===== config.mk =====
export PLATFORM = sky130hd
export DESIGN_NAME = vjtag_uart_ctrl
export DESIGN_NICKNAME = d
export VERILOG_FILES = /design/src/rtl/vjtag_uart_pkg.sv /design/src/rtl/vjtag_byte_fifo.sv /design/src/rtl/vjtag_uart_ctrl.sv
export SDC_FILE = /design/constraint.sdc
export NUM_CORES = 1
export LEC_CHECK = 0
export ABC_AREA = 1
export CAP_MARGIN = 20
export CORE_UTILIZATION = 37
export DETAILED_ROUTE_END_ITERATION = 12
export PLACE_DENSITY = 0.51
export SYNTH_ARGS = -nofsm -noshare
export SYNTH_HDL_FRONTEND = slang
export SYNTH_SLANG_ARGS = --single-unit

===== constraint.sdc =====
create_clock -name m_clock -period 2.7 [get_ports m_clock]
set_clock_uncertainty 0.15 [all_clocks]
set_input_delay 0.54 -clock m_clock [delete_from_list [all_inputs] [get_ports m_clock]]
set_output_delay 0.54 -clock m_clock [all_outputs]
set_load 0.01 [all_outputs]

===== src/rtl/vjtag_uart_pkg.sv =====
// rtl/vjtag_uart_pkg.sv - shared constants and TX drain FSM encoding for vjtag_uart_ctrl
package vjtag_uart_pkg;

  localparam logic [7:0] FILL_BYTE_DEFAULT = 8'h00;

  typedef enum logic {
    IDLE = 1'b0,
    LOAD = 1'b1
  } tx_state_t;

endpackage


===== src/rtl/vjtag_byte_fifo.sv =====
// rtl/vjtag_byte_fifo.sv - byte FIFO with AW+1 bit pointers; push when full succeeds if a pop frees the slot
module vjtag_byte_fifo #(
  parameter int DEPTH = 16,
  parameter int AW    = 4
) (
  input  logic       m_clock,
  input  logic       p_reset,
  input  logic       push,
  input  logic [7:0] din,
  input  logic       pop,
  output logic [7:0] dout,
  output logic       full,
  output logic       empty
);

  logic [7:0]  mem [DEPTH];
  logic [AW:0] wr_ptr;
  logic [AW:0] rd_ptr;
  logic        do_push;
  logic        do_pop;

  assign empty   = (wr_ptr == rd_ptr);
  assign full    = (wr_ptr[AW] != rd_ptr[AW]) && (wr_ptr[AW-1:0] == rd_ptr[AW-1:0]);
  assign do_pop  = pop && !empty;
  assign do_push = push && (!full || do_pop);
  assign dout    = mem[rd_ptr[AW-1:0]];

  always_ff @(posedge m_clock or posedge p_reset) begin
    if (p_reset) begin
      wr_ptr <= '0;
      rd_ptr <= '0;
    end else begin
      if (do_push) wr_ptr <= wr_ptr + (AW+1)'(1);
      if (do_pop)  rd_ptr <= rd_ptr + (AW+1)'(1);
    end
  end

  // Storage carries no reset; pointers alone define what is valid.
  always_ff @(posedge m_clock) begin
    if (do_push) mem[wr_ptr[AW-1:0]] <= din;
  end

endmodule


===== src/rtl/vjtag_uart_ctrl.sv =====
// rtl/vjtag_uart_ctrl.sv - VirtualJTAG byte link controller: TX round-robin arbiter, TX drain FSM, RX buffer, status
module vjtag_uart_ctrl
  import vjtag_uart_pkg::*;
#(
  parameter int         DEPTH     = 16,
  parameter int         AW        = 4,
  parameter logic [7:0] FILL_BYTE = FILL_BYTE_DEFAULT
) (
  input  logic       m_clock,
  input  logic       p_reset,
  input  logic       l_recv_init,
  input  logic       l_recv,
  input  logic [7:0] l_recv_data,
  input  logic       l_send_init,
  input  logic       l_send_ready,
  output logic       l_send,
  output logic [7:0] l_send_data,
  input  logic       tx0_valid,
  input  logic [7:0] tx0_data,
  output logic       tx0_ready,
  input  logic       tx1_valid,
  input  logic [7:0] tx1_data,
  output logic       tx1_ready,
  output logic       rx_valid,
  output logic [7:0] rx_data,
  input  logic       rx_ready,
  output logic       rx_overflow,
  output logic [7:0] tx_underrun,
  output logic [7:0] rx_sessions,
  input  logic       clr_status
);

  tx_state_t  state;
  logic       pending;
  logic       last_grant;
  logic       service;
  logic       tx_full;
  logic       tx_empty;
  logic       tx_push;
  logic       tx_pop;
  logic       can_push;
  logic       grant0;
  logic       grant1;
  logic [7:0] tx_din;
  logic [7:0] tx_head;
  logic       rx_full;
  logic       rx_empty;
  logic       rx_drop;
  logic       unused_inputs;

  // The link raises send_ready at session start, so send_init carries no extra meaning.
  assign unused_inputs = l_send_init;

  assign service  = (state == IDLE) && (l_send_ready || pending);
  assign tx_pop   = service && !tx_empty;
  assign can_push = !tx_full || tx_pop;
  assign grant0   = can_push && tx0_valid && (!tx1_valid || last_grant);
  assign grant1   = can_push && tx1_valid && (!tx0_valid || !last_grant);
  assign tx_push  = grant0 || grant1;
  assign tx_din   = grant1 ? tx1_data : tx0_data;
  assign tx0_ready = grant0;
  assign tx1_ready = grant1;

  vjtag_byte_fifo #(.DEPTH(DEPTH), .AW(AW)) u_tx_fifo (
    .m_clock (m_clock),
    .p_reset (p_reset),
    .push    (tx_push),
    .din     (tx_din),
    .pop     (tx_pop),
    .dout    (tx_head),
    .full    (tx_full),
    .empty   (tx_empty)
  );

  vjtag_byte_fifo #(.DEPTH(DEPTH), .AW(AW)) u_rx_fifo (
    .m_clock (m_clock),
    .p_reset (p_reset),
    .push    (l_recv),
    .din     (l_recv_data),
    .pop     (rx_ready),
    .dout    (rx_data),
    .full    (rx_full),
    .empty   (rx_empty)
  );

  assign rx_valid = !rx_empty;
  assign rx_drop  = l_recv && rx_full && !rx_ready;

  always_ff @(posedge m_clock or posedge p_reset) begin
    if (p_reset) begin
      state       <= IDLE;
      pending     <= 1'b0;
      l_send      <= 1'b0;
      l_send_data <= 8'h00;
      tx_underrun <= 8'h00;
    end else begin
      case (state)
        IDLE: begin
          if (service) begin
            state   <= LOAD;
            l_send  <= 1'b1;
            // Servicing the pending request while a fresh pulse arrives re-arms it.
            pending <= pending && l_send_ready;
            if (!tx_empty) begin
              l_send_data <= tx_head;
              if (clr_status) tx_underrun <= 8'h00;
            end else begin
              l_send_data <= FILL_BYTE;
              if (clr_status)                tx_underrun <= 8'h01;
              else if (tx_underrun != 8'hFF) tx_underrun <= tx_underrun + 8'h01;
            end
          end else begin
            l_send <= 1'b0;
            if (clr_status) tx_underrun <= 8'h00;
          end
        end
        LOAD: begin
          state  <= IDLE;
          l_send <= 1'b0;
          if (l_send_ready) pending <= 1'b1;
          if (clr_status)   tx_underrun <= 8'h00;
        end
        default: state <= IDLE;
      endcase
    end
  end

  always_ff @(posedge m_clock or posedge p_reset) begin
    if (p_reset) begin
      last_grant  <= 1'b1;
      rx_overflow <= 1'b0;
      rx_sessions <= 8'h00;
    end else begin
      if (tx_push)          last_grant  <= grant1;
      if (rx_drop)          rx_overflow <= 1'b1;
      else if (clr_status)  rx_overflow <= 1'b0;
      if (l_recv_init)      rx_sessions <= rx_sessions + 8'h01;
    end
  end

endmodule


---- After elaboration in Yosys (flattened, before gate mapping) ----
Memory sizes are Yosys's and may differ from the RTL's.
Index checks and enable logic that the tools add are counted.
storage, ports and cells
  logic and storage cells ................. 82
  ROM bits ................................ 0
  flip-flop bits (word level) ............. 48
  memory bits (writable) .................. 256
  output and inout bits ................... 37
  latch bits .............................. 0
  memories kept ........................... 2
memories
  name           depth  width  read ports  clocked after Yosys merged registers in  wr ports  RTL line               RTL
  u_rx_fifo.mem  16     8      1           0                                        1         vjtag_byte_fifo.sv:16  logic [7:0] mem [DEPTH];
  u_tx_fifo.mem  16     8      1           0                                        1         vjtag_byte_fifo.sv:16
cells by class
  multipliers ............................. 0
  order comparisons ....................... 0
  div/mod/pow operators ................... 0
  reductions and logical operators ........ 33
  $add $sub $neg .......................... 6
  shifts and indexed selects .............. 0
  muxes and demuxes ....................... 19
  bitwise logic cells ..................... 1
  eq/ne operators ......................... 10
operator list
  operator             number
  $mux 8               7
  $add 5x1->5 const B  4
  $add 8x1->8 const B  2
  $pmux 8 s2           1
  $logic_and 1x1->1    15
  $eq 5x5->1           2
  $mux 1               9
  $eq 4x4->1           2
  $logic_not 1->1      8
  $ne 8x8->1 const B   1
  $logic_or 1x1->1     7
  $ne 5x4->1 const B   1
  $ne 2x2->1 const B   2
  $pmux 1 s2           2
  $reduce_and 2->1     2
  $ne 1x1->1           2
  $reduce_bool 2->1    1
  $not 1->1            1

---- Logic depth before layout (Yosys ltp) ----
  depth in word-level cells ............... 10
  mapped depth ............................ 11
  mapped depth without buffers ............ 10

---- Modules after synthesis ----
From an unflattened synthesis, not the netlist that was laid out.
second synthesis, totals
  cell total of the unflattened synthesis .. 1211
  area total of the unflattened synthesis .. 13289.0 um^2
modules (own cells, without submodules)
  module                       cells an instance  area an instance (um^2)  sequential area each (um^2)  times used
  vjtag_byte_fifo (u_rx_fifo)  513                5851.9                   4093.9                       1
  vjtag_byte_fifo (u_tx_fifo)  512                5849.4                   4093.9                       1
  vjtag_uart_ctrl              186                1587.8                   701.9                        1

---- Least setup slack after synthesis ----
Ideal clock, no wire load.
  path kind ............................... input -> register
  start ................................... input l_send_ready
  end ..................................... memory u_tx_fifo.mem[5][0], enable pin
  path slack .............................. 373 ps
  stages .................................. 7
  data arrival time ....................... 1793 ps
  library setup time ...................... 383 ps
  required time ........................... 2167 ps
  buffers on the path ..................... 1
  cells stage by stage .................... inv_1 -> a21oi_1 -> inv_2 -> nand4_2 -> o21ai_2 -> buf_2 -> nor3_1
between the ends
  longest elaborated chain between the ends .. 10
RTL lines
  element                                                   RTL line                                      RTL
  start, declared                                           vjtag_uart_ctrl.sv:15                         input logic l_send_ready,
  $logic_or 1x1->1 *                                        vjtag_uart_ctrl.sv:54                         assign service = (state == IDLE) && (l_send_ready || pending);
  $logic_and 1x1->1 *                                       vjtag_uart_ctrl.sv:54
  $logic_and 1x1->1 *                                       vjtag_uart_ctrl.sv:55                         assign tx_pop = service && !tx_empty;
  $logic_or 1x1->1                                          vjtag_uart_ctrl.sv:56                         assign can_push = !tx_full || tx_pop;
  $logic_and 1x1->1, on equally long branches (2 in a row)  vjtag_uart_ctrl.sv:57, vjtag_uart_ctrl.sv:58
  $logic_or 1x1->1                                          vjtag_uart_ctrl.sv:59                         assign tx_push = grant0 || grant1;
  $logic_and 1x1->1 *                                       vjtag_byte_fifo.sv:25                         assign do_push = push && (!full || do_pop);
  $mux 1 *                                                  vjtag_byte_fifo.sv:40                         if (do_push) mem[wr_ptr[AW-1:0]] <= din;
  $mux 1 (implied by the code) *                            vjtag_byte_fifo.sv:40
  end, declared                                             vjtag_byte_fifo.sv:16
Every way passes the cells marked *; elsewhere a longest branch is shown, timed or not.

---- Worst setup path in the final report ----
  start ................................... register u_rx_fifo.rd_ptr[0]
  end ..................................... output rx_data[2]
between the ends
  longest elaborated chain between the ends .. 1
RTL lines
  element                 RTL line               RTL
  start, declared         vjtag_byte_fifo.sv:18  logic [AW:0] rd_ptr;
  start signal, assigned  vjtag_byte_fifo.sv:34  if (do_pop) rd_ptr <= rd_ptr + (AW+1)'(1);
  $mem_v2 16x8            --
  end, declared           vjtag_uart_ctrl.sv:25  output logic [7:0] rx_data,
No other way between the ends.

==> metrics.cfg <==
[critical_path]
start_kind=register
critical_path_class=register to output pin
cp_common_cell=buf_6
crit_family=flip-flops
cp-end-kind=output pin
path_max_fanout=8
worstPathRequired_ps=2010
crit_start=u_rx_fifo.rd_ptr[0]$_DFFE_PP0P_
cp.depth=7
cp_num_buf_inv=3
critPathSlowestCell=dfrtp_2
path_cells=inv_8 -> buf_6 -> o21ai_1 -> o22ai_1 -> o211ai_1 -> nand3_2 -> buf_6
max_stage_delay_ps=500
critical_path_arrival_ps=2020
ff2ff_path_depth=9
r2r-start=u_rx_fifo.rd_ptr[0]$_DFFE_PP0P_

[synthesis]
syn_area_um2=12900
synth_mux_area_share_pct=0
ys_async_sr_fraction_pct=15.8
synthAdderAreaFrac_pct=1.17
synth_common_cells=256 x edfxtp_1, 177 x nand2_1, 171 x nor2_1
synth_area_per_cell_um2=11.4
synth_nets=1178
ys_seq_area_share_pct=69.0
netlist.area_leader.share_pct=59.7
yosysMostFrequentCell=edfxtp_1
synth_edf_count=256
ys_types=35
synth_top_cell_by_area=edfxtp_1
synth_top_family_by_area=simple AND/OR/NAND/NOR gates
synth_compound_area_share_pct=9.69
ys_top_cells_by_area=edfxtp_1 60%, dfrtp_1 9.1%, o21ai_0 5.2%, nand2_1 5.2%, nor2_1 5.0%
synth_seq_cells=304
ys_warn_count=0
synth-xor-area-share_pct=1.77
synth-simple-area-share_pct=14.4
postSynthCellCount=1132
synth_ff_type=edfxtp_1

[routing]
wl_um=32000
drc=0
avgRoutedWirePerCell_um=18.2
dr.pass1.iters=4
final_antenna_net_count=0
drt_iter0_drc=595
via_per_inst=5.04
vias=8863

[global_routing]
grt_start_max_net_pins=66
antenna_found_initial=0
grt_pass1_wl_um=49500
gr-total-overflow=0
first_global_vias=8627
grt_usage_pct=18.0

[cells_and_area]
area_delta_synth_final_pct=26.3
drive_gt1_share_pct=16.2
diodes=0
fin_util_pct=48.0
fin_nets=1328

[clocking]
cts.clk_slew.worst_paths_ps=50
root_buffer=clkbuf_16
cts_sinks=304
htreeDepth=2
cts_hold_buf=0
cts_tree=yes
cts_buffers=36
cts_buffer_depth=3
clkLatencyLatePin_ps=520

[die]
coreArea_um2=33900
die_area_um2=35600
start_util_pct=38.0
die_y_um=189
die_x_um=189
pin_count=71
rows=67

[power]
total_power_mw=18.0
leakage_nw=6.10
powerDensity_nw_per_um2=1110
ir_drop_uv=603

[sta]
slew_headroom_pct=54.6
slew_viol_final=0
worstMarginPinSlew_ps=681
setup_tns_ps=-6.94
rsz0062_at_grt=yes
finalSetupViolCount=1
fmax_mhz=369
period_share_pct=100
min_period_ps=2710
finalHoldViolCount=0
setup_ws_ps=-6.94

[placed_design]
dpl.hpwl_um=20100
place.gp.congestion=0.775
io_buffers=69
dp_slack_ps=-284

[outcome]
violations=setup timing
status=finished with violations

[worst_hold_path]
worstHoldPathType=input port to async pin

[run]
maxCapViolCount=0

==> metrics by stage <==
step | area [um2] | hold WS, ps | cells
finish | 16300 | 173 | 1758
global route | 16300 | 206 | 1758
CTS | 16000 | 165 | 1749
detailed placement | 14700 | 321 | 1677
global placement | 14700 | 319 | 1677
floorplan | 12900 | 302 | 1132
==> routing by layer <==
layer	up-vias	share of wire, %	global-route usage (%)
met5	-	0	0
li1	4297	-	-
met3	52	4.2	2.79
met2	166	49	29.7
met4	0	2.2	5.30
met1	4348	45	24.6
==> worst register-to-register path: stages, from the launching register on <==
cell and delay [ps]:
dfrtp_2 500, buf_6 190, clkbuf_16 170, xor2_1 140
nor2_1 80, nand3_1 120, nand2_2 160, buf_4 210
nor3_1 160, buf_4 230
==> path summary, 6_finish.rpt <==
check                                                 end  slack (ps)
max                                            rx_data[2]          -7
min reg2reg                    l_send_data[6]$_DFFE_PP0P_         330
max in group asynchronous          last_grant$_DFFE_PP1P_        1660
min in group m_clock           l_send_data[6]$_DFFE_PP0P_         330
min                            rx_sessions[7]$_DFFE_PP0P_         170
max reg2reg                u_rx_fifo.mem[13][1]$_DFFE_PP_         290
==> kinds of logic after synthesis <==
kind of cell               count (synthesis)
and+or+nand+nor                          448
buffers and inverters                    122
DFF                                      304
AOI/OAI and AO/OA                        220
xor gates and xnor gates                  26
adders and majority gates                 12
==> final cells by class <==
class / count / area, um2
fill: 3122 / 17600
sequential: 304 / 8890
multi-input combinational: 706 / 3610
timing repair buffer: 165 / 1730
clock buffer: 54 / 1070
tap: 448 / 561
inverter: 69 / 272
clock inverter: 12 / 121
==> power by group <==
part	switching (mW)	internal, mW	total [mW]
logic	4.17	2.69	6.86
clock network	1.88	2.95	4.83
registers	0.419	5.90	6.32
==> flip-flops by register name, summed over array words and instances (netlist names) <==
name	count
u_tx_fifo.rd_ptr	5
pending	1
tx_underrun	8
u_rx_fifo.mem	128
rx_overflow	1
rx_sessions	8
u_rx_fifo.wr_ptr	5
l_send_data	8
u_rx_fifo.rd_ptr	5
u_tx_fifo.mem	128
last_grant	1
u_tx_fifo.wr_ptr	5
state	1
==> what timing repair did <==
item	in CTS	in global routing
cloned	2	6
hold endpoints to repair	0	0
gates resized for setup	41	80
endpoints found under the setup margin	11	11
setup buffers	4	4
pin swaps	9	32
==> placed cells by master, fill, tap and decap left out, types with 7 or more instances in the layout <==
| master | count |
|---|---|
| buf_12 | 15 |
| buf_4 | 68 |
| buf_6 | 9 |
| clkbuf_1 | 10 |
| clkbuf_16 | 43 |
| clkdlybuf4s50_1 | 58 |
| dfrtp_1 | 43 |
| edfxtp_1 | 256 |
| ha_1 | 12 |
| inv_1 | 52 |
| inv_2 | 11 |
| nand2_1 | 176 |
| nand3_1 | 50 |
| nor2_1 | 167 |
| nor3_1 | 30 |
| o211ai_1 | 25 |
| o21ai_0 | 103 |
| o21ai_1 | 33 |
| o21ai_2 | 7 |
| o221ai_1 | 7 |
| o22ai_1 | 32 |
| xor2_1 | 20 |
(Power assumes the default switching activity.)
